[src/rtl/maxnet_engine.sv]
// maxnet_engine: iterative winner-take-all (MAXNET) over N signed channels.
//
// Each iteration every activation is inhibited by epsilon times the sum of
// all other activations; the run ends when at most one activation stays
// positive or when MAX_ITER iterations have been executed.
//
// Handshake: start is a one-cycle request that is accepted only while the
// engine is idle (busy low). epsilon and data_in are captured on the
// accepting edge, so later changes to them have no effect on the run.
// Requests arriving while busy is high are dropped (there is no ready and
// no queueing). done pulses for exactly one cycle when found, timeout,
// winner_idx, max_val and iter_count have been updated; those outputs then
// hold until the next completed run.
//
// Optional build macro: MAXNET_TIE_BREAK_EN. When defined, a run that
// eliminates every channel reports the lowest index holding the largest
// original value as the winner instead of reporting "no winner".
//
// state_dbg exposes the FSM state for checkers and debug.

`timescale 1ns/1ps

module maxnet_engine #(
  parameter int N        = 4,
  parameter int W        = 16,
  parameter int FRAC     = 8,
  parameter int MAX_ITER = 255,
  localparam int IW      = (N > 1) ? $clog2(N) : 1
) (
  input  logic            clk,
  input  logic            rst,
  input  logic            start,
  input  logic [W-1:0]    epsilon,
  input  logic [N*W-1:0]  data_in,
  output logic            busy,
  output logic            done,
  output logic            found,
  output logic            timeout,
  output logic [IW-1:0]   winner_idx,
  output logic [W-1:0]    max_val,
  output logic [15:0]     iter_count,
  output logic [2:0]      state_dbg
);

  // Sum width holds N activations without overflow; the product keeps the
  // full epsilon * difference width; one extra bit gives a sign for the
  // subtraction that follows.
  localparam int SW = W + IW;
  localparam int MW = W + SW;
  localparam int PW = MW + 1;
  localparam int CW = IW + 1;
  localparam logic signed [PW-1:0] MAX_POS = {{(PW-W+1){1'b0}}, {(W-1){1'b1}}};

  typedef enum logic [2:0] {
    S_IDLE  = 3'd0,
    S_LOAD  = 3'd1,
    S_CHECK = 3'd2,
    S_ITER  = 3'd3,
    S_DONE  = 3'd4
  } state_t;

  state_t state;
  state_t next_state;

  logic [W-1:0]  eps_q;
  logic [W-1:0]  act      [N];
  logic [W-1:0]  orig     [N];
  logic [W-1:0]  next_act [N];
  logic [15:0]   iter_cnt;

  logic [SW-1:0] act_sum;
  logic [CW-1:0] pos_count;
  logic [IW-1:0] pos_idx;
  logic [W-1:0]  pos_val;

  assign busy      = (state != S_IDLE);
  assign state_dbg = state;

  // State register.
  always_ff @(posedge clk) begin
    if (rst) state <= S_IDLE;
    else     state <= next_state;
  end

  // Next-state decision; CHECK picks between another iteration and the exit.
  always_comb begin
    next_state = state;
    case (state)
      S_IDLE:  if (start) next_state = S_LOAD;
      S_LOAD:  next_state = S_CHECK;
      S_CHECK: begin
        if (pos_count <= CW'(1))                next_state = S_DONE;
        else if (iter_cnt == 16'(MAX_ITER))     next_state = S_DONE;
        else                                    next_state = S_ITER;
      end
      S_ITER:  next_state = S_CHECK;
      S_DONE:  next_state = S_IDLE;
      default: next_state = S_IDLE;
    endcase
  end

  // Activation sum plus survivor count and the lowest surviving channel.
  always_comb begin
    act_sum   = '0;
    pos_count = '0;
    pos_idx   = '0;
    pos_val   = '0;
    for (int i = 0; i < N; i++) begin
      act_sum = act_sum + SW'(act[i]);
      if ($signed(act[i]) > 0) pos_count = pos_count + CW'(1);
    end
    for (int i = N - 1; i >= 0; i--) begin
      if ($signed(act[i]) > 0) begin
        pos_idx = IW'(i);
        pos_val = orig[i];
      end
    end
  end

  // Per-channel inhibition lane: a' = a - floor(eps * (S - a) / 2^FRAC),
  // clamped into [0, 2^(W-1)-1]. All terms are non-negative, so the shift
  // is a floor as required.
  for (genvar g = 0; g < N; g++) begin : g_lane
    logic [SW-1:0]        diff;
    logic [MW-1:0]        prod;
    logic [MW-1:0]        shifted;
    logic signed [PW-1:0] upd;

    assign diff     = act_sum - SW'(act[g]);
    assign prod     = MW'(eps_q) * MW'(diff);
    assign shifted  = prod >> FRAC;
    assign upd      = $signed({1'b0, MW'(act[g])}) - $signed({1'b0, shifted});
    assign next_act[g] = upd[PW-1]       ? '0 :
                         (upd > MAX_POS) ? MAX_POS[W-1:0] :
                                           upd[W-1:0];
  end

`ifdef MAXNET_TIE_BREAK_EN
  logic [IW-1:0] tie_idx;
  logic [W-1:0]  tie_val;

  // Lowest index holding the largest original (signed) value.
  always_comb begin
    tie_idx = '0;
    tie_val = orig[0];
    for (int i = 1; i < N; i++) begin
      if ($signed(orig[i]) > $signed(tie_val)) begin
        tie_idx = IW'(i);
        tie_val = orig[i];
      end
    end
  end
`endif

  // Datapath: capture on start, load activations, iterate, publish results.
  always_ff @(posedge clk) begin
    if (rst) begin
      eps_q      <= '0;
      iter_cnt   <= '0;
      done       <= 1'b0;
      found      <= 1'b0;
      timeout    <= 1'b0;
      winner_idx <= '0;
      max_val    <= '0;
      iter_count <= '0;
      for (int i = 0; i < N; i++) begin
        act[i]  <= '0;
        orig[i] <= '0;
      end
    end else begin
      done <= 1'b0;
      case (state)
        S_IDLE: begin
          if (start) begin
            eps_q <= epsilon;
            for (int i = 0; i < N; i++) orig[i] <= data_in[i*W +: W];
          end
        end
        S_LOAD: begin
          iter_cnt <= '0;
          for (int i = 0; i < N; i++) act[i] <= orig[i][W-1] ? '0 : orig[i];
        end
        S_ITER: begin
          iter_cnt <= iter_cnt + 16'd1;
          for (int i = 0; i < N; i++) act[i] <= next_act[i];
        end
        S_DONE: begin
          done       <= 1'b1;
          iter_count <= iter_cnt;
          if (pos_count == CW'(1)) begin
            found      <= 1'b1;
            timeout    <= 1'b0;
            winner_idx <= pos_idx;
            max_val    <= pos_val;
          end else if (pos_count == '0) begin
            timeout    <= 1'b0;
`ifdef MAXNET_TIE_BREAK_EN
            found      <= 1'b1;
            winner_idx <= tie_idx;
            max_val    <= tie_val;
`else
            found      <= 1'b0;
            winner_idx <= '0;
            max_val    <= '0;
`endif
          end else begin
            found      <= 1'b0;
            timeout    <= 1'b1;
            winner_idx <= '0;
            max_val    <= '0;
          end
        end
        default: ;
      endcase
    end
  end

endmodule

[config.mk]
export PLATFORM = sky130hd
export DESIGN_NAME = maxnet_engine
export DESIGN_NICKNAME = d
export VERILOG_FILES = /design/src/rtl/maxnet_engine.sv
export SDC_FILE = /design/constraint.sdc
export NUM_CORES = 2
export LEC_CHECK = 0
export CAP_MARGIN = 20
export CORE_MARGIN = 4
export CORE_UTILIZATION = 66
export DETAILED_ROUTE_END_ITERATION = 6
export HOLD_SLACK_MARGIN = 0.05
export PLACE_DENSITY = 0.84
export SLEW_MARGIN = 5
export SYNTH_ARGS = -nofsm -noshare
export SYNTH_HDL_FRONTEND = slang
export SYNTH_SLANG_ARGS = --single-unit
[constraint.sdc]
create_clock -name clk -period 15.3 [get_ports clk]
set_input_delay 1.53 -clock clk [delete_from_list [all_inputs] [get_ports clk]]
set_output_delay 1.53 -clock clk [all_outputs]
set_load 0.02 [all_outputs]
==> metrics.yaml <==
synth_cells: 6141
slew_viol_final: 0
synth_cell_types: 87
ys_ff_latch: 200
rsz0062_at_grt: "false"
reg2reg_from: "act[3][1]$_DFFE_PP_"
wl_um: 147000
skew_ns: 0.0174
num_rows: 103
ys_seq_area_share_pct: 9.92
yosys.area.top_type_share_pct: 34.8
coreArea_sq_um: 79400
reg2reg_to: "act[2][4]$_DFFE_PP_"
hold_end: "iter_count[3]$_SDFFE_PP0P_"
cp-end-kind: "register"
drive_gt1_share_pct: 3.44
cts_tree: "built"
grt_pass1_wl_um: 240000
hold_class: "reg2reg"
ctsHoldBuffers: 0
vias_per_cell: 6.03
violations: "design-rule violations"
cts_sinks: 200
synthMuxAreaShare_pct: 0.233
start_util_pct: 67.0
synth_area_sq_um: 53100
synthArstFlopShare_pct: 0
cts-buffers-inserted: 17
cts_resized: 0
path_class: "reg2reg"
worstPathArrival_ns: 14.33
fin_crit_ns: 14.13
drtAntennaViolNets: 0
slowest_stage: "or4_1"
drt-initial-drc-count: 3984
dieArea_sq_um: 85100
port_buffers: 123
nFillCells: 6117
crit_path_max_incr_delay_ns: 0.78
grt_pass1_vias: 45100
avgSynthCellArea_sq_um: 8.65
synth-simple-area-share_pct: 17.8
cts.path.max_buffers: 2
final_common_cell: "inv_1"
path_max_fanout: 16
final-seq-area_sq_um: 5300
die_w_um: 292
final_cell_mix: "inv_1 (1218), fa_1 (924), nand2_1 (907), ha_1 (561), and2_1 (513)"
status: "finished, violations left"
synth_edf_count: 127
synth-compound-area-share_pct: 9.86
post_cts_buffers: 0
startpoint: "act[3][1]$_DFFE_PP_"
worst_pin_slew_ns: 1.15
grt_use_total_pct: 35.4
ys_warn_count: 0
rrSetupSlack_ns: 1.17
path_clk_slew_ns: 0.09
crit_top_cell: "fa_1"
cts_root_buf: "clkbuf_16"
dpl.hpwl_um: 117000
min_path_cells: 2
cp.required_ns: 15.50
num_vias: 43400
antenna_found_initial: 4
finalNetCount: 7692
period_share_pct: 92.3
min_from: "iter_count[3]$_SDFFE_PP0P_"
tns_ns: 0
syn2layout_area_growth_pct: 5.88
timing.fmax_ghz: 0.0708
grt_overflow: 0
drc: 2
slew_headroom_pct: 22.9
synthFlopType: "edfxtp_1"
io_pins: 124
cts_max_level: 4
critPathLaunchType: "register"
reg2reg_depth: 53
synth-adder-area-share_pct: 48.0
yosysTopAreaCell: "fa_1"
finalSetupViolCount: 0
die_h_um: 292
synth-xor-area-share_pct: 3.63
synth_area_leaders: "fa_1 (35%), ha_1 (13%), inv_1 (8.6%)"
hold_violations: 0
grt_max_degree: 81
wl_per_cell_um: 20.5
clk_latency_ns: 0.49
drv_cap: 0
synth_top_family_by_area: "adder cells"
gp_congestion: 1.02
firstDrtPassIters: 7
multi_input_area_sq_um: 42400
## registers in the layout, summed over array words and instances (netlist names)
register and count:
state_dbg 3, iter_cnt 16, winner_idx 2, orig 64, eps_q 16, found 1, timeout 1, iter_count 16
act 64, done 1, max_val 16
## how the worst max path moves through the flow
stage,end,slack (ns),cells past startpoint
global route,act[2][4]$_DFFE_PP_,0.21,53
global placement,act[2][1]$_DFFE_PP_,1.41,51
detailed placement,act[2][4]$_DFFE_PP_,1.12,51
CTS,act[2][4]$_DFFE_PP_,1.05,51
floorplan,act[2][10]$_DFFE_PP_,2.43,55
finish,act[2][4]$_DFFE_PP_,1.17,53
## logic make-up (layout without fill, tap and decap cells)
| family | Yosys count | count (layout) |
|---|---|---|
| adder cells (fa/ha/maj) | 1485 | 1485 |
| multiplexers | 12 | 12 |
| flip-flops | 200 | 200 |
| AO/OA/AOI/OAI | 774 | 774 |
| AND/OR/NAND/NOR | 1960 | 1960 |
| buffers and inverters | 1489 | 1483 |
| other | 1 | 7 |
| XOR/XNOR | 220 | 220 |
## worst max-delay path: cells and delay by family (launching register included)
family                     cells  cell delay (ns)
adders and majority gates     13             5.65
AOI/OAI and AO/OA             20             4.26
and+or+nand+nor               10             2.12
xor gates and xnor gates       3             0.72
buffers and inverters          7             0.65
DFF                            1             0.45
## layer usage
layer  part of all wire (%)  track usage [%]  vias up  wire [um]
met5                  0.031                0        -         45
met4                    4.1             12.3        6       5980
met3                     12             8.75      441      18200
met2                     45             55.7     2589      66200
met1                     39             48.4    21200      57000
li1                       -                -    19200          -
## per-stage QoR
stage                     instance area [sq um]  hold WS, ns  cells  utilization, %  setup slack (ns)
after detailed placement                  55600        0.450   7151            70.0              1.12
final                                     56300        0.463   7191            70.9              1.17
after global routing                      56300        0.480   7187            70.9             0.213
after floorplan                           53200        0.459   6143               -              2.43
after CTS                                 56200        0.464   7183            70.8              1.05
after global placement                    55600        0.445   7151            70.0              1.41
## cell type report
| class | instances | share of cell area [%] |
|---|---|---|
| clock buffer | 19 | 0.825 |
| timing repair buffer | 230 | 3.66 |
| antenna | 4 | 0.0178 |
| sequential | 200 | 9.41 |
| clock inverter | 13 | 0.253 |
| inverter | 1221 | 8.14 |
| multi-input combinational | 4454 | 75.4 |
| tap | 1050 | 2.33 |
## Yosys cell counts, types with 41 or more instances
| cell type | n |
|---|---|
| o21ai_0 | 119 |
| a211oi_1 | 41 |
| nand2_1 | 907 |
| nor2b_1 | 78 |
| a21oi_1 | 211 |
| nor2_1 | 192 |
| inv_1 | 1219 |
| edfxtp_1 | 127 |
| clkbuf_1 | 255 |
| dfxtp_1 | 73 |
| xor2_1 | 81 |
| ha_1 | 561 |
| a22oi_1 | 47 |
| nand3_1 | 54 |
| a21o_1 | 60 |
| fa_1 | 924 |
| and2_1 | 513 |
| nor3_1 | 62 |
| xnor2_1 | 139 |
Power is left out: the tool's default activity adds up to more than one toggle a clock period on the data nets, which glitch-free logic cannot reach.
